`config.mk`:
```
export PLATFORM = sky130hd
export DESIGN_NAME = opn_timer_regs
export DESIGN_NICKNAME = d
export VERILOG_FILES = /design/src/rtl/opn_timer_pkg.sv /design/src/rtl/opn_timer_cnt.sv /design/src/rtl/opn_timer_regs.sv
export SDC_FILE = /design/constraint.sdc
export NUM_CORES = 1
export LEC_CHECK = 0
export ABC_CLOCK_PERIOD_IN_PS = 1550
export BUFFER_PORTS_ARGS = -buffer_cell sky130_fd_sc_hd__buf_4
export CAP_MARGIN = 20
export CELL_PAD_IN_SITES_DETAIL_PLACEMENT = 0
export CELL_PAD_IN_SITES_GLOBAL_PLACEMENT = 1
export CORE_MARGIN = 4
export CORE_UTILIZATION = 39
export CTS_CLUSTER_SIZE = 20
export DETAILED_ROUTE_END_ITERATION = 10
export GPL_ROUTABILITY_DRIVEN = 0
export GPL_TIMING_DRIVEN = 1
export HOLD_SLACK_MARGIN = 0.03
export PLACE_DENSITY = 0.81
export SLEW_MARGIN = 30
export SYNTH_ARGS = -nofsm -noshare
export SYNTH_HDL_FRONTEND = slang
export SYNTH_SLANG_ARGS = --single-unit
```
`constraint.sdc`:
```
create_clock -name clk -period 1.55 [get_ports clk]
set_input_delay 0.31 -clock clk [delete_from_list [all_inputs] [get_ports clk]]
set_output_delay 0.31 -clock clk [all_outputs]
set_load 0.03 [all_outputs]
```
`src/rtl/opn_timer_pkg.sv`:
```
// Shared constants for the OPN timer register block: register map, 0x27 bit
// positions and div_setting encodings.
package opn_timer_pkg;

   localparam logic [7:0] REG_TA_HI = 8'h24;
   localparam logic [7:0] REG_TA_LO = 8'h25;
   localparam logic [7:0] REG_TB    = 8'h26;
   localparam logic [7:0] REG_TCTL  = 8'h27;
   localparam logic [7:0] REG_PRES0 = 8'h2D;
   localparam logic [7:0] REG_PRES1 = 8'h2E;
   localparam logic [7:0] REG_PRES2 = 8'h2F;

   localparam int CTL_LOAD_A = 0;
   localparam int CTL_LOAD_B = 1;
   localparam int CTL_EN_A   = 2;
   localparam int CTL_EN_B   = 3;
   localparam int CTL_RST_A  = 4;
   localparam int CTL_RST_B  = 5;
   localparam int CTL_CSM_LO = 6;

   localparam logic [1:0] DIV_FM6 = 2'b10;
   localparam logic [1:0] DIV_FM3 = 2'b11;
   localparam logic [1:0] DIV_FM2 = 2'b00;

   // Stored part of register 0x27; the RST bits are strobes and never held.
   typedef struct packed {
      logic en_b;
      logic en_a;
      logic load_b;
      logic load_a;
   } tctl_t;

endpackage

```
`src/rtl/opn_timer_cnt.sv`:
```
// One OPN timer: optional power-of-two tick prescaler, up-counter with reload
// at all-ones, overflow pulse and sticky flag.
module opn_timer_cnt #(
   parameter int WIDTH = 10,
   parameter int PRES  = 1
) (
   input  logic             clk,
   input  logic             rst,
   input  logic             clk_en_i,
   input  logic             bypass_i,
   input  logic             run_i,
   input  logic             load_i,
   input  logic             en_i,
   input  logic             clr_i,
   input  logic [WIDTH-1:0] val_i,
   output logic [WIDTH-1:0] cnt_o,
   output logic             flag_o,
   output logic             ovf_o
);

   logic             step;
   logic [WIDTH-1:0] cnt_q, cnt_d;
   logic             flag_q, flag_d;
   logic             ovf_q, ovf_d;

   generate
      if (PRES > 1) begin : g_pres
         localparam int PW = $clog2(PRES);
         logic [PW-1:0] pres_q, pres_d;

         // Free-running while the timer runs; a reload never realigns it.
         always_comb begin
            pres_d = pres_q;
            if (run_i && clk_en_i) pres_d = pres_q + PW'(1);
         end

         always_ff @(posedge clk) begin
            if (rst) pres_q <= '0;
            else     pres_q <= pres_d;
         end

         assign step = bypass_i | (clk_en_i & (pres_q == PW'(PRES - 1)));
      end else begin : g_nopres
         assign step = bypass_i | clk_en_i;
      end
   endgenerate

   always_comb begin
      // NOTE: every output of this block gets a default first so no latch is inferred.
      cnt_d  = cnt_q;
      ovf_d  = 1'b0;
      flag_d = flag_q;
      if (load_i) begin
         cnt_d = val_i;
      end else if (run_i && step) begin
         if (&cnt_q) begin
            cnt_d = val_i;
            ovf_d = 1'b1;
         end else begin
            cnt_d = cnt_q + WIDTH'(1);
         end
      end
      if (clr_i)          flag_d = 1'b0;
      if (ovf_d && en_i)  flag_d = 1'b1;
   end

   // NOTE: state registers use non-blocking assignments so all update together at the edge.
   always_ff @(posedge clk) begin
      if (rst) begin
         cnt_q  <= '0;
         flag_q <= 1'b0;
         ovf_q  <= 1'b0;
      end else begin
         cnt_q  <= cnt_d;
         flag_q <= flag_d;
         ovf_q  <= ovf_d;
      end
   end

   assign cnt_o  = cnt_q;
   assign flag_o = flag_q;
   assign ovf_o  = ovf_q;

endmodule

```
`src/rtl/opn_timer_regs.sv`:
```
// OPN timer register block: bus decode, FM prescaler select, Timer A/B.
// Define OPN_TIMER_READBACK_EN to add counter readback ports and fast_tick.
module opn_timer_regs
   import opn_timer_pkg::*;
#(
   parameter int         TB_PRES = 16,
   parameter logic [1:0] DIV_RST = 2'b10
) (
   input  logic       clk,
   input  logic       rst,
   input  logic       clk_en,
   input  logic       wr,
   input  logic [7:0] addr,
   input  logic [7:0] din,
`ifdef OPN_TIMER_READBACK_EN
   input  logic       fast_tick,
   output logic [9:0] cnt_a_dbg,
   output logic [7:0] cnt_b_dbg,
`endif
   output logic [1:0] div_setting,
   output logic       flag_a,
   output logic       flag_b,
   output logic       irq_n,
   output logic       overflow_a,
   output logic [1:0] csm
);

   logic [1:0] div_q, div_d;
   logic [9:0] ta_q, ta_d;
   logic [7:0] tb_q, tb_d;
   tctl_t      tctl_q, tctl_d;
   logic [1:0] csm_q, csm_d;

   logic       wr_tctl;
   logic       start_a, start_b;
   logic       clr_a, clr_b;
   logic       bypass;
   logic [9:0] cnt_a;
   logic [7:0] cnt_b;
   logic       ovf_b_unused;

   always_comb begin
      div_d  = div_q;
      ta_d   = ta_q;
      tb_d   = tb_q;
      tctl_d = tctl_q;
      csm_d  = csm_q;
      if (wr) begin
         case (addr)
            REG_PRES0: div_d = DIV_FM6;
            REG_PRES1: if (div_q[1]) div_d = DIV_FM3;
            REG_PRES2: div_d = DIV_FM2;
            REG_TA_HI: ta_d[9:2] = din;
            REG_TA_LO: ta_d[1:0] = din[1:0];
            REG_TB:    tb_d = din;
            REG_TCTL: begin
               tctl_d.load_a = din[CTL_LOAD_A];
               tctl_d.load_b = din[CTL_LOAD_B];
               tctl_d.en_a   = din[CTL_EN_A];
               tctl_d.en_b   = din[CTL_EN_B];
               csm_d         = din[CTL_CSM_LO +: 2];
            end
            default: ;
         endcase
      end
   end

   always_ff @(posedge clk) begin
      if (rst) begin
         div_q  <= DIV_RST;
         ta_q   <= '0;
         tb_q   <= '0;
         tctl_q <= '0;
         csm_q  <= '0;
      end else begin
         div_q  <= div_d;
         ta_q   <= ta_d;
         tb_q   <= tb_d;
         tctl_q <= tctl_d;
         csm_q  <= csm_d;
      end
   end

   // Reload only on a rising LOAD bit; rewriting 1 leaves a running timer alone.
   assign wr_tctl = wr && (addr == REG_TCTL);
   assign start_a = wr_tctl && din[CTL_LOAD_A] && !tctl_q.load_a;
   assign start_b = wr_tctl && din[CTL_LOAD_B] && !tctl_q.load_b;
   assign clr_a   = wr_tctl && din[CTL_RST_A];
   assign clr_b   = wr_tctl && din[CTL_RST_B];

`ifdef OPN_TIMER_READBACK_EN
   logic [9:0] cnt_a_dbg_q;
   logic [7:0] cnt_b_dbg_q;

   assign bypass = fast_tick;

   always_ff @(posedge clk) begin
      if (rst) begin
         cnt_a_dbg_q <= '0;
         cnt_b_dbg_q <= '0;
      end else begin
         cnt_a_dbg_q <= cnt_a;
         cnt_b_dbg_q <= cnt_b;
      end
   end

   assign cnt_a_dbg = cnt_a_dbg_q;
   assign cnt_b_dbg = cnt_b_dbg_q;
`else
   logic unused_cnt;

   assign bypass     = 1'b0;
   assign unused_cnt = ^{cnt_a, cnt_b, ovf_b_unused};
`endif

   opn_timer_cnt #(.WIDTH(10), .PRES(1)) u_tmr_a (
      .clk      (clk),
      .rst      (rst),
      .clk_en_i (clk_en),
      .bypass_i (bypass),
      .run_i    (tctl_q.load_a),
      .load_i   (start_a),
      .en_i     (tctl_q.en_a),
      .clr_i    (clr_a),
      .val_i    (ta_q),
      .cnt_o    (cnt_a),
      .flag_o   (flag_a),
      .ovf_o    (overflow_a)
   );

   opn_timer_cnt #(.WIDTH(8), .PRES(TB_PRES)) u_tmr_b (
      .clk      (clk),
      .rst      (rst),
      .clk_en_i (clk_en),
      .bypass_i (bypass),
      .run_i    (tctl_q.load_b),
      .load_i   (start_b),
      .en_i     (tctl_q.en_b),
      .clr_i    (clr_b),
      .val_i    (tb_q),
      .cnt_o    (cnt_b),
      .flag_o   (flag_b),
      .ovf_o    (ovf_b_unused)
   );

   assign div_setting = div_q;
   assign irq_n       = ~(flag_a | flag_b);
   assign csm         = csm_q;

endmodule
```
==> Word level (Yosys, flattened, before mapping) <==
Index checks and enable logic that the tools add are counted.
{ "word_totals": {"regBits": 51, "inputBits": 20, "output_inout_bits": 8, "word_cells": 76} }
{ "classes": {"add_sub_neg": 3, "n_eq_ne": 9, "muxes": 18, "n_bitwise": 3, "reduce_logical": 27} }
{ "ops": {"columns": ["operator", "count"], "rows": [
  ["$eq A8 B6 Y1 const B", 7],
  ["$mux W10", 3],
  ["$mux W8", 3],
  ["$logic_and A1 B1 Y1", 12],
  ["$add A10 B1 Y10 const B", 1],
  ["$mux W1", 10],
  ["$reduce_and A10 Y1", 1],
  ["$reduce_and A2 Y1", 5],
  ["$add A8 B1 Y8 const B", 1],
  ["$reduce_and A8 Y1", 1],
  ["$reduce_bool A2 Y1", 4],
  ["$pmux W2 S3", 1],
  ["$add A4 B1 Y4 const B", 1],
  ["$eq A4 B4 Y1 const B", 1],
  ["$reduce_and A3 Y1", 1],
  ["$reduce_bool A3 Y1", 1],
  ["$logic_not A1 Y1", 2],
  ["$mux W2", 1],
  ["$ne A2 B2 Y1 const B", 1],
  ["$and A1 B1 Y1", 1],
  ["$not A1 Y1", 1],
  ["$or A1 B1 Y1", 1]
]} }

==> Logic depth before layout (Yosys ltp) <==
Gate-level depths: netlist (run 1).
{ "depth": {"depth_word": 7, "depth_mapped": 7, "depth_no_buf": 6} }

==> By module <==
Synthesis (run 1) repeated with hierarchy kept, for this count alone.
{ "unflattened": {"cells_unflattened": 298, "area_unflattened_um2": 2681.3} }
{ "by_module_without_submodules": {"columns": ["module", "instances", "cells_per_inst", "area_each_um2", "seq_area_each_um2"], "rows": [
  ["opn_timer_regs", 1, 114, 1159.9, 520.5],
  ["opn_timer_cnt at u_tmr_b", 1, 93, 765.7, 280.3],
  ["opn_timer_cnt at u_tmr_a", 1, 91, 755.7, 240.2]
]} }

==> Least setup slack after synthesis (run 1) <==
OpenSTA, ideal clock, no wires.
{ "synth_path": {"path_kind": "register to register", "from": "register u_tmr_b.cnt_q[0] (netlist: u_tmr_b.cnt_o[0])", "to": "register u_tmr_b.cnt_q[6] (netlist: u_tmr_b.cnt_o[6])", "setup_time_ns": 0.128, "arrival_time_ns": 1.335, "t_required_ns": 1.422, "path_slack_ns": 0.087, "stages_incl_launch_ff": 7, "n_path_buf": 0, "period_less_slack_ns": 1.463, "path_cell_list": "dfxtp_1 > ha_1 > and3_1 > nand3_1 > a22o_1 > a221oi_1 > nor2_1"} }
{ "synth_via": {"elab_chain_cells": 4, "word_cells_on_any_way": 5, "classes_between": "add/sub: 1; mux: 3; reduce/logical: 1"} }
{ "synth_rtl": {"columns": ["item", "line_no", "text"], "rows": [
  ["from (decl)", "opn_timer_cnt.sv:22", "logic [WIDTH-1:0] cnt_q, cnt_d;"],
  ["from (signal assigned)", "opn_timer_cnt.sv:74", "cnt_q <= cnt_d;"],
  ["$add A8 B1 Y8 or $reduce_and A8 Y1 (tied branches)", "opn_timer_cnt.sv:60, opn_timer_cnt.sv:56", null],
  ["$mux W8 *", "opn_timer_cnt.sv:56", "if (&cnt_q) begin"],
  ["$mux W8 *", "opn_timer_cnt.sv:55", "end else if (run_i && step) begin"],
  ["$mux W8 *", "opn_timer_cnt.sv:53", "if (load_i) begin"]
]} }
Mark *: on every way between the ends. The rest lies on a longest branch, timed or not. The select of a mux whose other input is x is not followed.
A chain may end at the register's enable or synchronous reset.

==> Final worst setup path (run 1) <==
{ "layout_path": {"from": "register u_tmr_b.g_pres.pres_q[1]", "to": "register u_tmr_b.cnt_q[6] (netlist: u_tmr_b.cnt_o[6])"} }
{ "layout_via": {"elab_chain_cells": 4} }
{ "layout_rtl": {"columns": ["item", "line_no", "text"], "rows": [
  ["from (decl)", "opn_timer_cnt.sv:29", "logic [PW-1:0] pres_q, pres_d;"],
  ["from (signal assigned)", "opn_timer_cnt.sv:39", "else pres_q <= pres_d;"],
  ["$eq A4 B4 Y1", "opn_timer_cnt.sv:42", "assign step = bypass_i | (clk_en_i & (pres_q == PW'(PRES - 1)));"],
  ["$and A1 B1 Y1", "opn_timer_cnt.sv:42", null],
  ["$logic_and A1 B1 Y1", "opn_timer_cnt.sv:55", null],
  ["$reduce_bool A2 Y1 (no source line)", null, null]
]} }
No other way between the ends.

==> results of run 1 <==
==> through the flow <==
step	std cells	total power, uW	cell area, sq um
floorplan	282	1380	2470
global placement	407	1460	2990
detailed placement	407	1470	2990
CTS	416	2210	3100
global route	417	2270	3160
finish	417	2190	3160
==> how the worst max path moves through the flow <==
stage | startpoint | to | slack [ns] | depth (start not counted)
after floorplan | u_tmr_b.cnt_o[0] | u_tmr_b.cnt_o[6] | 0.09 | 6
after global placement | addr[7] | ta_q[9] | -0.05 | 7
after detailed placement | addr[7] | ta_q[2] | -0.11 | 7
after CTS | u_tmr_a.cnt_o[0] | u_tmr_a.cnt_o[7] | 0.002 | 6
after global routing | u_tmr_a.cnt_o[5] | u_tmr_a.cnt_o[3] | 0.004 | 5
final | u_tmr_b.g_pres.pres_q[1] | u_tmr_b.cnt_o[6] | 0.07 | 6
==> cells in the final DEF, fill, tap and decap left out, types with 3 or more instances in the layout <==
master | netlist | layout
and3_1 | 8 | 6
mux2i_1 | 25 | 25
a21oi_1 | 11 | 11
a31oi_1 | 8 | 8
a22o_1 | 3 | 3
dfxtp_1 | 51 | 40
xor2_1 | 4 | 4
nand4_1 | 6 | 6
o21ai_0 | 7 | 7
nand3_1 | 19 | 18
clkbuf_8 | 0 | 5
nor3_1 | 4 | 4
nor2_1 | 43 | 43
inv_1 | 4 | 4
buf_4 | 2 | 62
nand2_1 | 25 | 25
and4_1 | 4 | 3
a211oi_1 | 4 | 4
dfxtp_2 | 0 | 11
==> synth_stat cells (3+ instances only) <==
cell type,n,area [sq um]
nor2b_1,4,25.0
nand3_1,19,95.1
nand4_1,6,37.5
a21oi_1,11,55.1
mux2i_1,25,250
dfxtp_1,51,1020
nand2_1,25,93.8
o21ai_0,7,35.0
inv_1,4,15.0
a22o_1,3,26.3
ha_1,3,37.5
and4_1,4,35.0
nor2_1,43,161
buf_2,4,20.0
and3_1,8,50.1
xor2_1,4,35.0
a211oi_1,4,30.0
clkbuf_1,5,18.8
nor3_1,4,20.0
a31oi_1,8,50.1
==> state kept, by name (all words and copies together) (netlist names), named ones only <==
register,flops
ta_q,10
u_tmr_a.cnt_o,10
tb_q,8
u_tmr_b.cnt_o,8
tctl_q,4
u_tmr_b.g_pres.pres_q,4
csm,2
div_setting,1
u_tmr_a.flag_o,1
u_tmr_a.ovf_o,1
u_tmr_b.flag_o,1
==> layer usage <==
metal  part of all wire (%)  GRT usage, %  vias to the layer above
li1                       -             -                     1142
met1                     46          23.3                     1106
met2                     46          28.2                       65
met3                    5.9          4.14                        9
met4                    1.9          5.58                        0
met5                      0             0                        -
==> worst min-delay path: stages <==
cell	delay [ns]
buf_4	0.09
mux2i_1	0.06
nor2_1	0.07
==> cell type report <==
type	count	share of cell area, %
clock inverters	1	0.159
clock buffers	7	2.42
repair buffers	63	15.4
well taps	75	2.97
inverters	4	0.476
multi-input cells	216	45.8
flip-flops and latches	51	32.8
==> cells by family (layout without fill, tap and decap cells) <==
kind of cell / after synthesis / count (layout) / synth area share (%)
AND/OR/NAND/NOR: 135 / 135 / 29.6
flip-flops: 51 / 51 / 41.3
AO/OA/AOI/OAI: 48 / 48 / 13.0
multiplexers: 25 / 25 / 10.1
buffers and inverters: 15 / 75 / 2.78
XOR/XNOR: 5 / 5 / 1.77
adder cells (fa/ha/maj): 3 / 3 / 1.52
==> power by group <==
part / switching [uW] / leakage [uW] / total (uW) / internal (uW)
clock network: 435 / 0.0000422 / 753 / 318
registers: 0.905 / 0.000416 / 1310 / 1310
logic: 65.2 / 0.000858 / 124 / 58.6
==> repair_timing <==
| item | CTS | global route |
|---|---|---|
| gates resized for setup | 6 | 18 |
| buffers inserted | 1 | 1 |
| gates cloned | 0 | 0 |
| setup endpoints to repair | 3 | 14 |
| pin swaps | 1 | 3 |
==> results, run 1 <==
- The count of input and output buffers is 27.
- The clock-pin slew on the worst setup and hold paths is 0.09 ns.
- The worst register-to-register path ends at u_tmr_b.cnt_o[6].
- The kind of path behind the tightest hold check is in -> reg.
- The required time of the critical path is 1.74 ns.
- Counting flops and latches in the post-synthesis netlist gives 51.
- The type of destination of the critical path is a flip-flop.
- The die covers 0.00768 sq mm.
- The largest individual stage delay along the critical path comes from the cell dfxtp_2.
- The number of clock buffers added by TritonCTS is 5.
- Dividing total power by cell area gives a power density of 693 mW/mm^2.
- The final routed DRC violation total is 0.
- The minimum setup slack among reg-to-reg paths is 0.07 ns.
- In this run, the number of DRC markers left after iteration 0 of detailed routing was 175.
- The HPWL after detailed placement is 4550 um.
- The count of pins over their slew limit is 0.
- The clock tree root buffer cell is clkbuf_8.
- The share of async-settable or async-resettable flops after synthesis is 0%.
- The number of vias after detailed routing is 2322.
- The count of clock tree sinks is 51.
- The element type at the critical path start is a flip-flop.
- Yosys printed 0 warnings.
- The initial utilization of the core area, before any placement, comes to 41.0%.
- The post-placement setup slack is -0.108 ns.
- For this run, the total global-route usage over all layers was measured as 17.6%.
- The minimum setup slack in the final design is 0.0738 ns.
- TritonCTS built the clock tree.
- The peak ir drop on the vdd network is 0.000482 V.
- From synthesis to final layout, the design area changed by 27.7%.
- The sequential element share of the synthesized area is 41.3%.
- The flow ran to the end, and the final reports show no timing, DRC or antenna violations.
- Yosys mapped a number of flops with a built-in enable equal to 0.
- The number of hold violations in the final report is 0.
- The category of the most critical setup path is reg -> reg.
- The worst-skew pair later-pin latency is 0.31 ns.
- The post-synth design cell area is 0.00247 sq mm.
- Entering global routing, the biggest net connects 29 pins.
- Counting along the longest clock path gives a buffer depth of 2.
- The count of buffer and inverter cells on the critical path is 0.
- For the pin with the worst max-slew slack, the measured transition is 0.339 ns.
- The number of global-route vias before repair is 2254.
- In the final layout, the multi-input gates occupy 0.00145 sq mm.
- The end point of the most critical hold path is tctl_q[3].
- The final period utilization is 95.2%.
- For this run, the detailed router's first-pass iteration total came to 4.
- In the final timing run, aggregate negative setup slack is 0 ns.
- The worst reg2reg path depth is 6.
- In this run the vertical extent of the chip is 87.6 um.
- The count of endpoints failing setup in the final report is 0.
- The cell family contributing the most delay on the critical path is compound AO/OA/AOI/OAI gates.
- The most used flip-flop cell after synthesis is dfxtp_1.
- In this design, the stage delay of the slowest critical-path cell is 0.35 ns.
- The tool flagged a number of max-cap violations equal to 0.
- Traced cell by cell, the critical path runs through ha_2 > and3_4 > nand3_1 > a22o_1 > a221oi_2 > nor2_1.
- The average instance in the mapped netlist occupies 8.77 sq um.
- The final wirelength is 6210 um.
- After synthesis, the netlist uses 51 different library cells.
- Measured along the x axis, the die boundary spans 87.6 um.
- In this run the count of I/O pins placed on the die edge is 28.
- Across the whole layout, storage elements account for 0.00103 sq mm.
- Clock skew on the completed layout was measured at 0.00928 ns.
- The arrival time reported for the critical path endpoint is 1.67 ns.
- Summed over all layers, the global routing overflow is 0.
- The headroom to the max-slew limit is 77.4%.
- The routed design could run at a clock period as short as 1.48 ns.
- In the final routed layout, each cell accounts on average for 14.9 um.
- The number of buffers inserted for hold repair after clock tree synthesis is 0.
- The first-pass GRT wire length is 10600 um.
- The initial antenna violation count came to 0.
- The number of filler cells placed in the layout is 586.
- In the routed layout, each cell is associated on average with a via count of 5.57.
- The total nets after synthesis is 305.
- The utilization of the core after routing is 52.4%.
- Setup repair after global routing left no endpoint under its margin.
- The detail route stage leaves a number of antenna-violating nets equal to 0.
- Counting instances, the worst hold path has a depth of 3.
- The launch instance of the worst min-delay path is din[3].
- The maximum fanout along the worst path is 3.
- The maximum level of the CTS H-tree is 2.
- The analysis attributes to cell leakage a power of 0.00132 uW.
- The initialized floorplan defines 28 standard-cell rows.
- The repair_antennas step left the layout with diodes totalling 0.
- For this run, the post-layout net count is 364.
- The minimum hold slack is 0.257 ns.
- The startpoint identified for the worst register-to-register timing path is u_tmr_b.g_pres.pres_q[1].
- The share of final-layout standard cells stronger than drive strength 1 is 29.8%.
- For this run, the top clock speed supported by timing is 677 MHz.
- The placeable core area is 0.00603 sq mm.
- Synthesis handed over a netlist of 282 instances.
Note: power is estimated with default switching activity, not from simulation.
==> run 2: changes to the inputs <==
--- a/config.mk
+++ b/config.mk
@@ -10,6 +10,7 @@
 export CAP_MARGIN = 20
 export CELL_PAD_IN_SITES_DETAIL_PLACEMENT = 0
 export CELL_PAD_IN_SITES_GLOBAL_PLACEMENT = 1
+export CORE_ASPECT_RATIO = 1.25
 export CORE_MARGIN = 4
 export CORE_UTILIZATION = 39
 export CTS_CLUSTER_SIZE = 20
@@ -17,7 +18,7 @@
 export GPL_ROUTABILITY_DRIVEN = 0
 export GPL_TIMING_DRIVEN = 1
 export HOLD_SLACK_MARGIN = 0.03
-export PLACE_DENSITY = 0.81
+export PLACE_DENSITY_LB_ADDON = 0.1
 export SLEW_MARGIN = 30
 export SYNTH_ARGS = -nofsm -noshare
 export SYNTH_HDL_FRONTEND = slang
==> run 2 against run 1 <==
  * Hold slack improved by 0.0062 ns
  * Final cell count is 2.2% higher
  * First-iteration DRC count fell by 37%
  * Count of clock-buffer cells in the layout stayed put
  * Utilization down 0.76 points
  * Clock skew down 0.0028 ns
  * Sequential share of layout area decreased by 0.35 points
  * Die area is 0.11% higher
  * Critical path type unchanged
  * Highest routed layer unchanged
==> results, run 2 (synthesis results as in run 1) <==
- The final wirelength came to 6220 um (+0.16%).
- The critical path goes through ha_1 > and3_4 > nand3_1 > a22o_1 > a221oi_2 > nor2_1.
- The placeable core area is 0.00617 sq mm (+2.3%).
- The most frequent standard cell in the layout excluding fill and tap cells is buf_4.
- The maximum clock skew at final layout is 0.00651 ns (-0.00277 ns).
- The total CTS buffers is 5 (unchanged).
- The tree is rooted in a clkbuf_8.
- The number of vias after detailed routing is 2212 (-4.7%).
- In this run the worst hold path is classified as in -> reg.
- The number of max-cap violations was 0 (unchanged).
- The deepest clock path buffer count is 2 (unchanged).
- The first-pass GRT wire length is 10500 um (-0.78%).
- The cell family contributing the most delay on the critical path is compound AO/OA/AOI/OAI gates.
- STA classifies the critical path endpoint as a flip-flop.
- The floorplan die width is 79.2 um (-9.6%).
- The residual antenna-violating net count after detailed routing is 0 (unchanged).
- The critical path depth in cells is 6 (unchanged).
- The post-DP HPWL is 4700 um (+3.5%).
- The count of buffer and inverter cells on the critical path is 0 (unchanged).
- The total routing usage reported by global routing came to 17.2% (-0.38 points).
- The y dimension of the die came to 97.0 um (+11%).
- The floorplan die area came to 0.00769 sq mm (+0.11%).
- The number of rows in the core area is 32 (+14%).
- The minimum clock period is 1.45 ns (-0.0246 ns).
- The initial cell density of the core is 40.1% (-0.93 points).
- The number of hold violations in the final report is 0 (unchanged).
- The minimum hold slack is 0.264 ns (+0.00616 ns).
- The count of input and output buffers is 27 (unchanged).
- The required time of the critical path is 1.74 ns (about the same).
- The slowest stage of the critical path is the dfxtp_1 cell.
- The maximum fanout along the worst path is 3 (unchanged).
- The average wire per cell in the routed design came to 14.6 um (-2.0%).
- The instance count along the most critical hold path is 3 (unchanged).
- The worst-skew pair later-pin latency was 0.30 ns (about the same).
- The utilization of the core after routing is 51.6% (-0.76 points).
- The worst setup path is launched from a flip-flop.
- The final routed DRC violation total came to 0 (unchanged).
- The number of global-route vias before repair is 2162 (-4.1%).
- The pin count of the biggest net entering global routing was 29 (unchanged).
- The count of endpoints failing setup in the final report is 0 (unchanged).
- The detailed-route vias per instance was 5.19 (-6.7%).
- The layout net count is 363 (-0.27%).
- The flow ran to the end, and the final reports show no timing, DRC or antenna violations.
- The footprint of the flip-flops and latches was 0.00103 sq mm (-0.24%).
- The maximum achievable frequency is 689 MHz (+1.7%).
- TritonCTS built the clock tree.
- The arrival time reported for the critical path endpoint is 1.65 ns (-0.02 ns).
- The number of filler cells placed in the layout was 625 (+6.7%).
- The area growth from synthesis to layout is 28.7%.
- The number of detailed-routing iterations run before antenna repair came to 4 (unchanged).
- The number of placed I/O pins is 28 (unchanged).
- The final period utilization is 93.7% (-1.6 points).
- The total inserted antenna cells came to 0 (unchanged).
- The worst reg2reg path depth is 6 (unchanged).
- The clock-pin slew on the worst setup and hold paths is 0.09 ns (about the same).
- The overflow left after global routing is 0 (unchanged).
- The peak ir drop on the vdd network was 0.000373 V (-23%).
- The headroom to the max-slew limit was 78.3% (+0.91 points).
- The count of pins over their slew limit is 0 (unchanged).
- In the layout the commonest cells are buf_4 (61), nor2_1 (43), dfxtp_1 (42).
- The detailed router's first-iteration violation count is 110 (-37%).
- The maximum level of the CTS H-tree came to 2 (unchanged).
- The pin slew with the least headroom to its limit is 0.325 ns (-0.0134 ns).
- The leakage dissipation came to 0.00132 uW (+0.51%).
- The initial antenna violation count came to 0 (unchanged).
- The total power divided by cell area came to 721 mW/mm^2 (+4.0%).
- The maximum cell stage delay along the critical path was 0.34 ns (about the same).
- The area used by multi-input combinational logic is 0.00145 sq mm (about the same).
- Setup repair after global routing could not meet its margin everywhere.
- By startpoint and endpoint, the worst setup path is classified as reg -> reg.
- The count of clock tree sinks was 51 (unchanged).
- The share of final-layout standard cells stronger than drive strength 1 is 29.9% (+0.087 points).
==> run 2: cell count changes in the layout (fill, tap and decap cells not counted), moves of 2 or more <==
cell,previous run,this run
dfxtp_1,40,42
clkbuf_1,2,0
clkbuf_8,5,7
dfxtp_2,11,9
==> run 2: repair_timing <==
item | in CTS | in global routing
pin swaps | 1 | 4
endpoints found under the setup margin | 3 | 12
gates resized for setup | 5 | 19
hold endpoints to repair | 0 | 0
buffers inserted | 1 | 1
hold buffers | 0 | 0
==> run 2: final cells by class <==
class	count	area share, %
multi-input cells	216	45.5
flip-flops and latches	51	32.4
repair buffers	62	15.0
well taps	85	3.34
clock buffers	7	3.03
inverters	4	0.472
clock inverters	1	0.236
==> run 2: per-layer routing <==
layer	routed length (um)	track usage, %
met1	2830	20.7
met2	3140	29.7
met3	98	3.26
met4	149	6.61
met5	0	0
==> run 2: worst paths after layout <==
kind	slack, ns	to	start
worst max-delay path	0.1	u_tmr_b.cnt_o[6]	u_tmr_b.g_pres.pres_q[0]
worst min-delay path	0.26	tb_q[5]	din[5]
worst max register to register	0.1	u_tmr_b.cnt_o[6]	u_tmr_b.g_pres.pres_q[0]
worst min register to register	0.47	u_tmr_a.flag_o	tctl_q[2]
==> run 2: worst min-delay path, delay by kind of cell <==
family / cells / cell delay [ns]
buffers and inverters: 1 / 0.10
AND/OR/NAND/NOR: 1 / 0.07
multiplexers: 1 / 0.06
==> run 2: through the flow <==
stage	worst slack [ns]	instances	cell area, sq um	setup TNS (ns)	total power, uW
after floorplan	0.0870	282	2470	0	1380
after global placement	-0.0390	416	2990	-0.170	1470
after detailed placement	-0.0536	416	2990	-0.445	1470
after CTS	0.0180	425	3130	0	2330
after global routing	-0.0240	426	3180	-0.0424	2390
final	0.0983	426	3180	0	2290
==> run 2: power breakdown <==
group	total, uW	switching, uW	internal (uW)
combinational	127	66.5	60.1
sequential	1310	0.908	1310
clock	857	450	407
total	2290	517	1780
